===== config.mk =====
export PLATFORM = sky130hd
export DESIGN_NAME = serial_subtractor_flat
export DESIGN_NICKNAME = d
export VERILOG_FILES = /design/src/rtl/serial_subtractor_if.sv /design/src/rtl/serial_subtractor.sv /design/src/flat_wrapper.sv
export SDC_FILE = /design/constraint.sdc
export NUM_CORES = 1
export LEC_CHECK = 0
export CAP_MARGIN = 20
export CORE_MARGIN = 8
export CORE_UTILIZATION = 46
export CTS_CLUSTER_SIZE = 14
export DETAILED_ROUTE_END_ITERATION = 7
export PLACE_DENSITY = 0.8
export SYNTH_ARGS = -nofsm -noshare
export SYNTH_HDL_FRONTEND = slang
export SYNTH_SLANG_ARGS = --single-unit

===== constraint.sdc =====
create_clock -name clk -period 1.2 [get_ports clk]
set_clock_uncertainty 0.05 [all_clocks]
set_input_delay 0.12 -clock clk [delete_from_list [all_inputs] [get_ports clk]]
set_output_delay 0.12 -clock clk [all_outputs]
set_load 0.01 [all_outputs]

===== src/rtl/serial_subtractor_if.sv =====
// serial_subtractor_if: operand/result bundle for serial_subtractor; ov exists only with SERIAL_SUB_OVERFLOW_EN
interface serial_subtractor_if #(parameter int WIDTH = 8);
  logic start;
  logic [WIDTH-1:0] a;
  logic [WIDTH-1:0] b;
  logic bin;
  logic busy;
  logic done;
  logic [WIDTH-1:0] d;
  logic bout;
`ifdef SERIAL_SUB_OVERFLOW_EN
  logic ov;
  modport master (output start, a, b, bin, input busy, done, d, bout, ov);
  modport slave (input start, a, b, bin, output busy, done, d, bout, ov);
`else
  modport master (output start, a, b, bin, input busy, done, d, bout);
  modport slave (input start, a, b, bin, output busy, done, d, bout);
`endif
endinterface


===== src/rtl/serial_subtractor.sv =====
// serial_subtractor: bit-serial A-B-Bin, LSB first, one full-subtractor cell; ov port with SERIAL_SUB_OVERFLOW_EN
module serial_subtractor #(
  parameter int WIDTH = 8
) (
  input logic clk,
  input logic rst,
  serial_subtractor_if.slave s
);
  localparam int CW = $clog2(WIDTH + 1);
  localparam logic [CW-1:0] LAST = CW'(WIDTH - 1);
  typedef enum logic [1:0] {IDLE, RUN, DONE} state_t;
  state_t state;
  logic [WIDTH-1:0] sa, sb, sr, sr_n;
  logic [CW-1:0] cnt;
  logic br, dbit, br_n;
  always_comb begin
    dbit = sa[0] ^ sb[0] ^ br;
    br_n = (~sa[0] & sb[0]) | (~(sa[0] ^ sb[0]) & br);
    sr_n = WIDTH'({dbit, sr} >> 1);
  end
  always_ff @(posedge clk) begin
    if (rst) begin
      state <= IDLE;
      s.busy <= 1'b0;
      s.done <= 1'b0;
      s.d <= '0;
      s.bout <= 1'b0;
`ifdef SERIAL_SUB_OVERFLOW_EN
      s.ov <= 1'b0;
`endif
      cnt <= '0;
      br <= 1'b0;
      sa <= '0;
      sb <= '0;
      sr <= '0;
    end else begin
      s.done <= 1'b0;
      case (state)
        IDLE, DONE: begin
          if (s.start) begin
            sa <= s.a;
            sb <= s.b;
            br <= s.bin;
            sr <= '0;
            cnt <= '0;
            s.busy <= 1'b1;
            state <= RUN;
          end else state <= IDLE;
        end
        RUN: begin
          sa <= sa >> 1;
          sb <= sb >> 1;
          sr <= sr_n;
          br <= br_n;
          cnt <= cnt + 1'b1;
          if (cnt == LAST) begin
            s.d <= sr_n;
            s.bout <= br_n;
`ifdef SERIAL_SUB_OVERFLOW_EN
            s.ov <= br ^ br_n;
`endif
            s.busy <= 1'b0;
            s.done <= 1'b1;
            state <= DONE;
          end
        end
        default: state <= IDLE;
      endcase
    end
  end
endmodule


===== src/flat_wrapper.sv =====
// flat-port wrapper written by rule: the top's interface ports become plain ports
module serial_subtractor_flat 
#(
  parameter int WIDTH = 8
)
  (clk, rst, s_start, s_a, s_b, s_bin, s_busy, s_done, s_d, s_bout);
  serial_subtractor_if #(.WIDTH(WIDTH)) s_i ();
  input logic clk;
  input logic rst;
  input wire logic [$bits(s_i.start)-1:0] s_start;
  input wire logic [$bits(s_i.a)-1:0] s_a;
  input wire logic [$bits(s_i.b)-1:0] s_b;
  input wire logic [$bits(s_i.bin)-1:0] s_bin;
  output wire logic [$bits(s_i.busy)-1:0] s_busy;
  output wire logic [$bits(s_i.done)-1:0] s_done;
  output wire logic [$bits(s_i.d)-1:0] s_d;
  output wire logic [$bits(s_i.bout)-1:0] s_bout;
  assign s_i.start = s_start;
  assign s_i.a = s_a;
  assign s_i.b = s_b;
  assign s_i.bin = s_bin;
  assign s_busy = s_i.busy;
  assign s_done = s_i.done;
  assign s_d = s_i.d;
  assign s_bout = s_i.bout;
  serial_subtractor #(.WIDTH(WIDTH)) u_core (.clk(clk), .rst(rst), .s(s_i));
endmodule

Yosys cells after proc, flatten, opt, wreduce, memory -nomap -nowiden. Cells that the tools add are included.

Bits in registers: 42. Output and inout port bits: 11. Logic and storage cells: 48.

Add/subtract/negate cells: 1. Equal/unequal tests: 5. Mux-type cells: 17. Bitwise operators: 8. Reduce and logical (&&, ||, !) cells: 7.

Operators by type and width (count): $pmux 8 s2 (3); $mux 8 (3); $pmux 4 s2 (1); $mux 1 (5); $add 4x1->4 const B (1); $eq 4x3->1 const B (1); $mux 4 (1); $pmux 1 s2 (2); $pmux 2 s2 (1); $reduce_and 2->1 (2); $reduce_or 2->1 (2); $not 1->1 (3); $reduce_and 3->1 (1); $and 1x1->1 (2); $eq 2x1->1 const B (1); $eq 2x2->1 const B (1); $logic_not 2->1 (1); $mux 2 (1); $ne 2x1->1 const B (1); $ne 2x2->1 const B (1); $reduce_bool 2->1 (1); $xor 1x1->1 (2); $or 1x1->1 (1).

Depth between registers and ports, before layout.
Depth after elaboration: 5. Depth in mapped cells: 5.

Least setup slack after synthesis. OpenSTA, ideal clock, no wires.

Path kind: flip-flop to flip-flop. Start: reg u_core.cnt[0]. End: reg u_core.s.d[0]. Library setup time: 0.072 ns. Arrival: 1.129 ns. Path slack: -0.050 ns. Cell stages (with the launch flop): 5. Path buffers: 0. Cell sequence: dfxtp_1 -> ha_1 -> nand3b_2 -> nor2_4 -> mux2i_1.

Longest elaborated chain between the ends: 2.

Ends and longest elaborated chain: from (decl) (RTL line serial_subtractor.sv:14) `logic [CW-1:0] cnt;`; from (signal assigned) (RTL line serial_subtractor.sv:55) `cnt <= cnt + 1'b1;`; $eq 4x3->1 (RTL line serial_subtractor.sv:56) `if (cnt == LAST) begin`; $reduce_and 2->1 (no line); to (signal assigned) (RTL line serial_subtractor.sv:57) `s.d <= sr_n;`; to (decl) (RTL line serial_subtractor_if.sv:17) `modport slave (input start, a, b, bin, output busy, done, d, bout);`.

No other way between the ends. A chain may end at the register's enable or synchronous reset.

Worst setup path after layout.
Start: reg u_core.br. End: reg u_core.s.d[7].

Longest elaborated chain between the ends: 1.

Ends and longest elaborated chain: from (decl) (RTL line serial_subtractor.sv:15) `logic br, dbit, br_n;`; from (signal assigned) (RTL line serial_subtractor.sv:43) `br <= s.bin;`; from (signal assigned) (RTL line serial_subtractor.sv:54) `br <= br_n;`; $xor 1x1->1 (RTL line serial_subtractor.sv:17) `dbit = sa[0] ^ sb[0] ^ br;`; net u_core.dbit (RTL line serial_subtractor.sv:15).

The timed path passes the listed nets, and every way through them passes these cells.

==> qor.csv <==
stage,metric,value,unit
setup_path,Crit. End Element,register,
timing,worst-margin pin slew,0.243,ns
finish,Layout Area Growth over Synthesis,43.6,%
clock_tree,H-Tree Depth,2,
finish,Nets,256,
logic_synthesis,"Seq/Total Area, Yosys",47.7,%
floorplan,Initial Utilization,47.3,%
logic_synthesis,Syn Inst Count,186,
setup_path,Required @ worst endpoint,1.38,ns
routing,first drt pass iteration count,4,
floorplan,Die Wd,77.2,um
setup_path,Critical Path AT,1.42,ns
floorplan,CORE AREA,0.00363,mm2
finish,Antenna diodes,0,
finish,number of fill cells,275,
logic_synthesis,Yosys warning count,0,
finish,most frequent cells in the layout,"36 x dfxtp_1, 27 x a21oi_1, 25 x nand3_1, 19 x clkdlybuf4s50_1, 17 x nand2b_1",
routing,vias per inst,5.39,
setup_path,Worst Setup Start Kind,register,
clock_tree,clk sinks,41,
clock_tree,TritonCTS Buffers,5,
placement,RD Place Congestion,0.817,
global_routing,initial antenna violation count,0,
global_routing,most used routing layer,met2,
logic_synthesis,synth top area cells,"dfxtp_1 48%, a21oi_1 8.4%, nand3_1 7.6%",
clock_tree,Clock Pin Slew Worst Setup and Hold Paths,0.07,ns
finish,area of the multi-input gates,906,um2
global_routing,vias in the first global route,1437,
timing,min cycle time layout,1.24,ns
logic_synthesis,synth unique cells,27,
setup_path,FF-to-FF setup slack,-0.04,ns
global_routing,largest net degree at the start of global routing,28,
logic_synthesis,"Avg Cell Area, Syn",9.25,um2
timing,final hold vios,0,
routing,Routed WL,4.09,mm
finish,fin util,68.0,%
placement,number of port buffers,30,
floorplan,die span in y,77.2,um
global_routing,GR Util met3,5.01,%
finish,layout cells sized above 1,26.9,%
timing,Fin Hold WS,0.320,ns
clock_tree,Root Driver,clkbuf_8,
timing,fin. max-slew vios,0,
timing,Setup-failing EPs final,4,
setup_path,Worst Setup Path Type,register to register,
finish,"most common cell after layout, fill and taps aside",dfxtp_1,
power,Leak,0.958,nW
outcome,failing checks,setup timing,
timing,Worst slew margin,83.6,%
global_routing,grt total ovfl,0,
logic_synthesis,"FF+latch count, synth",41,
placement,detailed placement HPWL,2.62,mm
logic_synthesis,post-synth top area cell,dfxtp_1,
floorplan,die area,0.00595,mm2
flow_run,Max Cap Violations,0,
clock_tree,hold_buf cts,0,
setup_path,"Max FO, Critical Path",2,
routing,drt wl/cell,14.5,um
timing,Max Clk Rate,0.807,GHz
logic_synthesis,synthesized area,0.00172,mm2
power,peak supply drop,0.000892,V
routing,Final ANT Viol Nets,0,
timing,fin crit share,103,%
finish,Register Area,830,um2
outcome,status,"finished, violations left",
logic_synthesis,Mapped Nets,208,
timing,final worst setup slack,-0.0399,ns
global_routing,first-pass GRT wire length,6.64,mm
clock_tree,worst-skew pair later-pin latency,0.30,ns
power,PD cells,1150,mW/mm2
routing,via count,1520,
global_routing,GRT Overall Usage,13.5,%
clock_tree,CTS Buffer Depth,2,
clock_tree,CTS tree,built,
floorplan,num rows,22,
logic_synthesis,share of the synthesized area in the top cell type,47.7,%
placement,pre-CTS setup slack,-0.219,ns
timing,unrepaired setup endpoints after global routing,true,
hold_path,worst hold path class,input port to register,
floorplan,IO Pins,31,
routing,drt drc,0,
global_routing,M1 GR Usage,15.5,%
routing,Iteration-0 DRC Markers,117,
global_routing,M2 GR Usage,21.5,%
==> synthesized netlist by cell type <==
| cell type | n |
|---|---|
| a211oi_2 | 1 |
| a21oi_1 | 29 |
| a22oi_1 | 14 |
| a2bb2oi_1 | 1 |
| buf_2 | 8 |
| buf_4 | 4 |
| buf_6 | 2 |
| clkbuf_1 | 3 |
| dfxtp_1 | 41 |
| fa_1 | 1 |
| ha_1 | 1 |
| inv_1 | 2 |
| mux2_2 | 1 |
| mux2_4 | 1 |
| mux2i_1 | 8 |
| nand2_1 | 10 |
| nand2b_1 | 19 |
| nand3_1 | 26 |
| nand3b_2 | 1 |
| nand4_1 | 1 |
| nor2_1 | 2 |
| nor2_4 | 1 |
| nor2b_1 | 3 |
| nor3_1 | 2 |
| nor3b_1 | 1 |
| o21ai_0 | 2 |
| o41ai_1 | 1 |
==> area by class of cell <==
class	count	area share, %
Clock buffer	7	3.49
Sequential cell	41	33.6
Inverter	2	0.304
Tap cell	48	2.43
Timing Repair Buffer	58	23.5
Multi-Input combinational cell	126	36.7
==> path summary, 6_finish.rpt <==
path	from	end	cells past startpoint
worst max-delay path	u_core.br$_SDFFE_PP0P_	u_core.s.d[7]$_SDFFE_PP0P_	4
worst min-delay path	s_a[7]	u_core.sa[7]$_SDFFE_PP0P_	3
worst max register to register	u_core.br$_SDFFE_PP0P_	u_core.s.d[7]$_SDFFE_PP0P_	4
worst min register to register	u_core.sb[1]$_SDFFE_PP0P_	u_core.sb[1]$_SDFFE_PP0P_	2
==> worst max-delay path: stages, from the launching register on <==
cell and delay [ns]:
dfxtp_2 0.34, inv_2 0.04, fa_2 0.57, nand2b_1 0.05, mux2i_1 0.11
==> cell families after synthesis <==
kind of cell / synth area share, %
adders and majority gates: 1.89
muxes: 6.18
buffers and inverters: 6.47
and+or+nand+nor: 20.9
AOI/OAI and AO/OA: 16.9
DFF: 47.7
==> routing by layer <==
layer / vias up / routed length, um
li1: 751 / -
met1: 729 / 1730
met2: 34 / 2050
met3: 6 / 235
met4: 0 / 73
met5: - / 0
==> stage by stage <==
| step | std cells | cell area (um2) | TNS (ns) | power [mW] |
|---|---|---|---|---|
| after floorplan | 186 | 1740 | 0 | 1.70 |
| after global placement | 270 | 2210 | -4.21 | 1.86 |
| after detailed placement | 270 | 2210 | -4.61 | 1.87 |
| after CTS | 281 | 2340 | -0.113 | 2.79 |
| after global routing | 282 | 2470 | -0.844 | 2.96 |
| final | 282 | 2470 | -0.105 | 2.84 |
==> sequential cells by signal, indices dropped and copies added (netlist names) <==
name and flops:
u_core.s.bout 1, u_core.sb 8, u_core.state 2, u_core.sr 7
u_core.br 1, u_core.cnt 4, u_core.s.done 1, u_core.sa 8
u_core.s.busy 1, u_core.s.d 8
==> where the power goes <==
| part | leakage, nW | total [mW] | switching [mW] | internal [mW] |
|---|---|---|---|---|
| combinational | 0.577 | 0.488 | 0.221 | 0.266 |
| sequential | 0.336 | 1.45 | 0.0348 | 1.41 |
| clock | 0.0443 | 0.900 | 0.444 | 0.456 |
==> repair_timing <==
| item | in CTS | in global routing |
|---|---|---|
| pin swaps | 2 | 10 |
| buffers inserted | 4 | 0 |
| gates resized for setup | 22 | 26 |
| cloned | 0 | 1 |
| endpoints found under the setup margin | 46 | 38 |
Note: power is estimated with default switching activity, not from simulation.
==> patch 1 (config.mk and constraints unchanged) <==
Re-encode `state_t` (3 states) as one-hot, 3 bits wide.
--- a/src/rtl/serial_subtractor.sv
+++ b/src/rtl/serial_subtractor.sv
@@ -9,5 +9,5 @@
   localparam int CW = $clog2(WIDTH + 1);
   localparam logic [CW-1:0] LAST = CW'(WIDTH - 1);
-  typedef enum logic [1:0] {IDLE, RUN, DONE} state_t;
+  typedef enum logic [2:0] {IDLE = 3'b001, RUN = 3'b010, DONE = 3'b100} state_t;
   state_t state;
   logic [WIDTH-1:0] sa, sb, sr, sr_n;
Check against the original RTL: same outputs for any inputs over 10 cycles, from zero or initial values and one cycle with rst high; not proved beyond that.
==> patch 1 against the original RTL <==
- the run still ends with negative setup slack left
- count of clock-buffer cells in the layout did not move
- wire length grew 67%
- sequential cell count rose by 1
- fmax fell by 16%
- power rose by 11%
- design area up 25%
- area after synthesis up 9.2%
- via count grew 33%
- setup slack got worse by 240 ps
- critical path depth is 2 higher
- critical path type unchanged
- largest cell class unchanged
==> patch 1: results (changes against the original RTL) <==
Synth area leaders dfxtp_1 45%, a311oi_1 7.5%, o21ai_0 6.9%, nand3_1 6.7%, a21oi_1 5.6%; Buffers excl. clock 69 (+19%); Clock buf/inv share 3.40% (-0.096 points); first drt pass iteration count 5 (+1); Power Combinational 588 uW (+20%); Layout Utilization 77.9% (+9.9 points); buffering overhead 26.6% (+3.0 points); drt via density 6.36 (+18%); Synth cell types 33 (+22%); failing checks negative setup slack; die area 6380 sq um (+7.2%); CTS sink count 42 (+2.4%); Setup TNS -7430 ps (-7320 ps); status complete, but fails checks; Leak 1.12 nW (+17%); Worst EP arrival 1640 ps (+220 ps); Largest delay share family, worst path buffers and inverters; Syn Area/Cell 8.90 sq um (-3.8%); hpwl dp 3080 um (+18%); sequential share of power 47.5% (-3.6 points); Slew HR 73.9% (-9.7 points); Post-DP Area 2410 sq um (+8.8%); Post-synth top cells 42 x dfxtp_1, 26 x o21ai_0, 25 x nand3_1; Hold WC Path Type in2reg; All-Layer GR Usage 17.0% (+3.6 points); multi-input logic portion of the cell area 40.1% (+3.5 points); H-tree Lvls 2 (unchanged); Cells after DPL 296 (+9.6%); P_seq 1.49 mW (+3%); Register Area 851 sq um (+2.6%); first-pass GRT wire length 8740 um (+32%); Crit path largest cell delay 360 ps (-210 ps); worst hold slack 357 ps (+37.1 ps); PortBufs 30 (unchanged); WL per Instance 21.5 um (+48%); Max VDD drop 0.777 mV (-13%); Critical Path Start u_core.state[0]$_SDFFE_PP1P_; Fillers 235 (-15%); inverters 3 (+1); Int Pwr 2.28 mW (+6.9%); setup violators final 42 (+38); Synthesized Nets 233 (+12%); vias in the first global route 1866 (+30%); DR vias 2022 (+33%); fin nets 289 (+13%); share of layout cells above drive strength 1 43.3% (+16 points); GP Congestion 0.746 (-8.8%); Worst R2R Path Depth 6 (+2); worst-path fanout max 6 (+4); Setup crit end u_core.sb[1]$_SDFFE_PP0P_; Max Root-Sink Buffers 2 (unchanged); crit path max-delay cell type dfxtp_4; worst setup margin -278 ps (-239 ps); initial DRC count 97 (-17%); register area share after synthesis 44.8% (-2.9 points); multi-input gates 146 (+16%)
-- patch 1: worst reg2reg max path, cell delays in order, from the launching register on --
cell and delay, ps:
dfxtp_4 360, buf_8 140, xnor2_4 210, buf_4 150, buf_6 110, o21ai_1 70
a311oi_2 290
-- patch 1: layer usage --
layer / global-route usage, % / part of all wire [%]
met5: 0 / 0
met2: 29.0 / 52
met3: 5.63 / 6.5
met4: 8.36 / 4.0
met1: 18.4 / 37
-- patch 1: cells by family (layout without fill, tap and decap cells) --
family / count (synthesis) / after routing / share of synthesized area, %
compound gates: 79 / 79 / 26.6
xor+xnor: 2 / 2 / 1.73
fa+ha+maj: 2 / 2 / 1.73
buf+inv: 25 / 80 / 9.26
flops: 42 / 42 / 44.8
simple gates: 61 / 63 / 15.9
-- patch 1: what timing repair did --
action / CTS / global route
gates resized for setup: 51 / 67
hold buffers: 0 / 0
cloned: 2 / 5
setup endpoints to repair: 53 / 42
buffers inserted: 2 / 5
pin swaps: 5 / 24
==> patch 2 (same settings) <==
Made on the original files. `WIDTH` is set to 8 in 3 places; all go to 16.
--- a/src/rtl/serial_subtractor_if.sv
+++ b/src/rtl/serial_subtractor_if.sv
@@ -1,4 +1,4 @@
 // serial_subtractor_if: operand/result bundle for serial_subtractor; ov exists only with SERIAL_SUB_OVERFLOW_EN
-interface serial_subtractor_if #(parameter int WIDTH = 8);
+interface serial_subtractor_if #(parameter int WIDTH = 16);
   logic start;
   logic [WIDTH-1:0] a;
--- a/src/rtl/serial_subtractor.sv
+++ b/src/rtl/serial_subtractor.sv
@@ -1,5 +1,5 @@
 // serial_subtractor: bit-serial A-B-Bin, LSB first, one full-subtractor cell; ov port with SERIAL_SUB_OVERFLOW_EN
 module serial_subtractor #(
-  parameter int WIDTH = 8
+  parameter int WIDTH = 16
 ) (
   input logic clk,
--- a/src/flat_wrapper.sv
+++ b/src/flat_wrapper.sv
@@ -2,5 +2,5 @@
 module serial_subtractor_flat 
 #(
-  parameter int WIDTH = 8
+  parameter int WIDTH = 16
 )
   (clk, rst, s_start, s_a, s_b, s_bin, s_busy, s_done, s_d, s_bout);
Interface: changed (resized s_a, s_b and s_d); port bits go from 31 to 55. The function was not compared with the original's and may differ.
==> patch 2 against the original RTL <==
- the flow still finishes with violations (negative setup slack)
- die area is 51% higher
- design area is 91% higher
- wire length is 140% higher
- utilization is 11 points higher
- sequential cell count is 33 higher
- critical path depth is 3 higher
- clock power is 120% higher
- power is 100% higher
- area after synthesis is 66% higher
- fmax is 18% lower
- setup slack worse by 270 ps
- final cell count is 67% higher
- critical path type unchanged
- critical endpoint is now u_core.s.d[15]$_SDFFE_PP0P_
- largest power group unchanged
==> patch 2: results (changes against the original RTL) <==
status complete, but fails checks; failing checks negative setup slack; mux cell area share after synthesis 0.922% (-5.3 points); PortBufs 54 (+80%); fin nets 430 (+68%); vias in the first global route 2381 (+66%); Post-Synth Adder-Cell Area 1.58% (-0.31 points); setup violators final 74 (+70); All-Layer GR Usage 15.4% (+1.9 points); total CTS buffers 9 (+4); GP Congestion 0.735 (-10%); Worst EP arrival 1710 ps (+290 ps); main combinational cell family by area after synthesis compound AO/OA/AOI/OAI gates; met1 usage 18.4% (+2.9 points); Syn Area/Cell 9.37 sq um (+1.3%); Synth cell types 26 (-3.7%); Cells after DPL 428 (+59%); Compound-Gate Fraction of Synth Area 23.8% (+7.0 points); Largest delay share family, worst path flip-flops; Max VDD drop 0.864 mV (-3.2%); initial DRC count 170 (+45%); final cell count without fillers 470 (+67%); grt met2 use 25.3% (+3.8 points); Synthesized Nets 343 (+65%); worst-path fanout max 17 (+15); share of layout cells above drive strength 1 44.6% (+18 points); first-pass GRT wire length 11000 um (+66%); Post-synth top cells 74 x dfxtp_1, 54 x a21oi_1, 52 x nand3_1; Slew HR 78.3% (-5.3 points); DR vias 2814 (+85%); worst setup margin -312 ps (-272 ps); hpwl dp 4490 um (+72%); Crit path largest cell delay 350 ps (-220 ps)
[patch 2: changes by cell type in the layout (fill, tap and decap cells not counted), moves of 15 or more]
cell,delta
nand3_2,+16
a21oi_2,+23
dfxtp_1,+32
buf_6,+17
a22o_1,+16
a22oi_2,+24
nand2b_1,-16
clkdlybuf4s50_1,+15
[patch 2: logic make-up (layout without fill, tap and decap cells)]
group | count (synthesis) | in the layout
compound gates | 104 | 104
fa+ha+maj | 3 | 3
buf+inv | 35 | 125
flops | 74 | 74
mux | 2 | 2
simple gates | 86 | 87
[patch 2: power breakdown]
part	switching (mW)	internal (mW)	leakage (nW)
registers	0.0805	2.55	0.605
logic	0.534	0.558	1.13
clock network	0.970	0.999	0.0941
[patch 2: area by class of cell]
| cell class | instances | area [sq um] |
|---|---|---|
| repair buffers | 106 | 1210 |
| multi-input cells | 196 | 1710 |
| clock inverters | 5 | 55.1 |
| clock buffers | 10 | 138 |
| well taps | 75 | 93.8 |
| flip-flops and latches | 74 | 1490 |
| fillers | 356 | 1240 |
| inverters | 4 | 15.0 |
[patch 2: timing repair]
item,4_1_cts,5_1_grt
gates resized for setup,47,125
pin swaps,11,56
gates cloned,1,12
buffers inserted,3,16
endpoints found under the setup margin,89,72
[patch 2: final timing paths]
path | startpoint | endpoint | slack [ps] | cells past startpoint
setup / recovery | u_core.cnt[1]$_SDFFE_PP0P_ | u_core.s.d[15]$_SDFFE_PP0P_ | -310 | 7
setup reg to reg | u_core.cnt[1]$_SDFFE_PP0P_ | u_core.s.d[15]$_SDFFE_PP0P_ | -310 | 7
hold / removal | rst | u_core.sr[1]$_SDFFE_PP0P_ | 100 | 2
hold reg to reg | u_core.sr[7]$_SDFFE_PP0P_ | u_core.sr[6]$_SDFFE_PP0P_ | 420 | 2
[patch 2: stage by stage]
stage | power, mW | setup TNS (ps) | instance area [sq um] | utilization [%] | setup WS (ps)
after floorplan | 3.00 | -4220 | 2900 | - | -271
after global placement | 3.24 | -12020 | 3600 | 60.4 | -251
after detailed placement | 3.25 | -13760 | 3600 | 60.4 | -303
after CTS | 5.19 | -5370 | 3910 | 65.6 | -270
after global routing | 5.85 | -14030 | 4720 | 79.2 | -351
final | 5.69 | -10870 | 4720 | 79.2 | -312
[patch 2: metal layers]
layer	vias up	part of all wire, %	routed length [um]
met1	1382	40	3960
met3	28	6.4	635
met5	-	0	0
li1	1276	-	-
met2	128	51	4980
met4	0	2.8	274
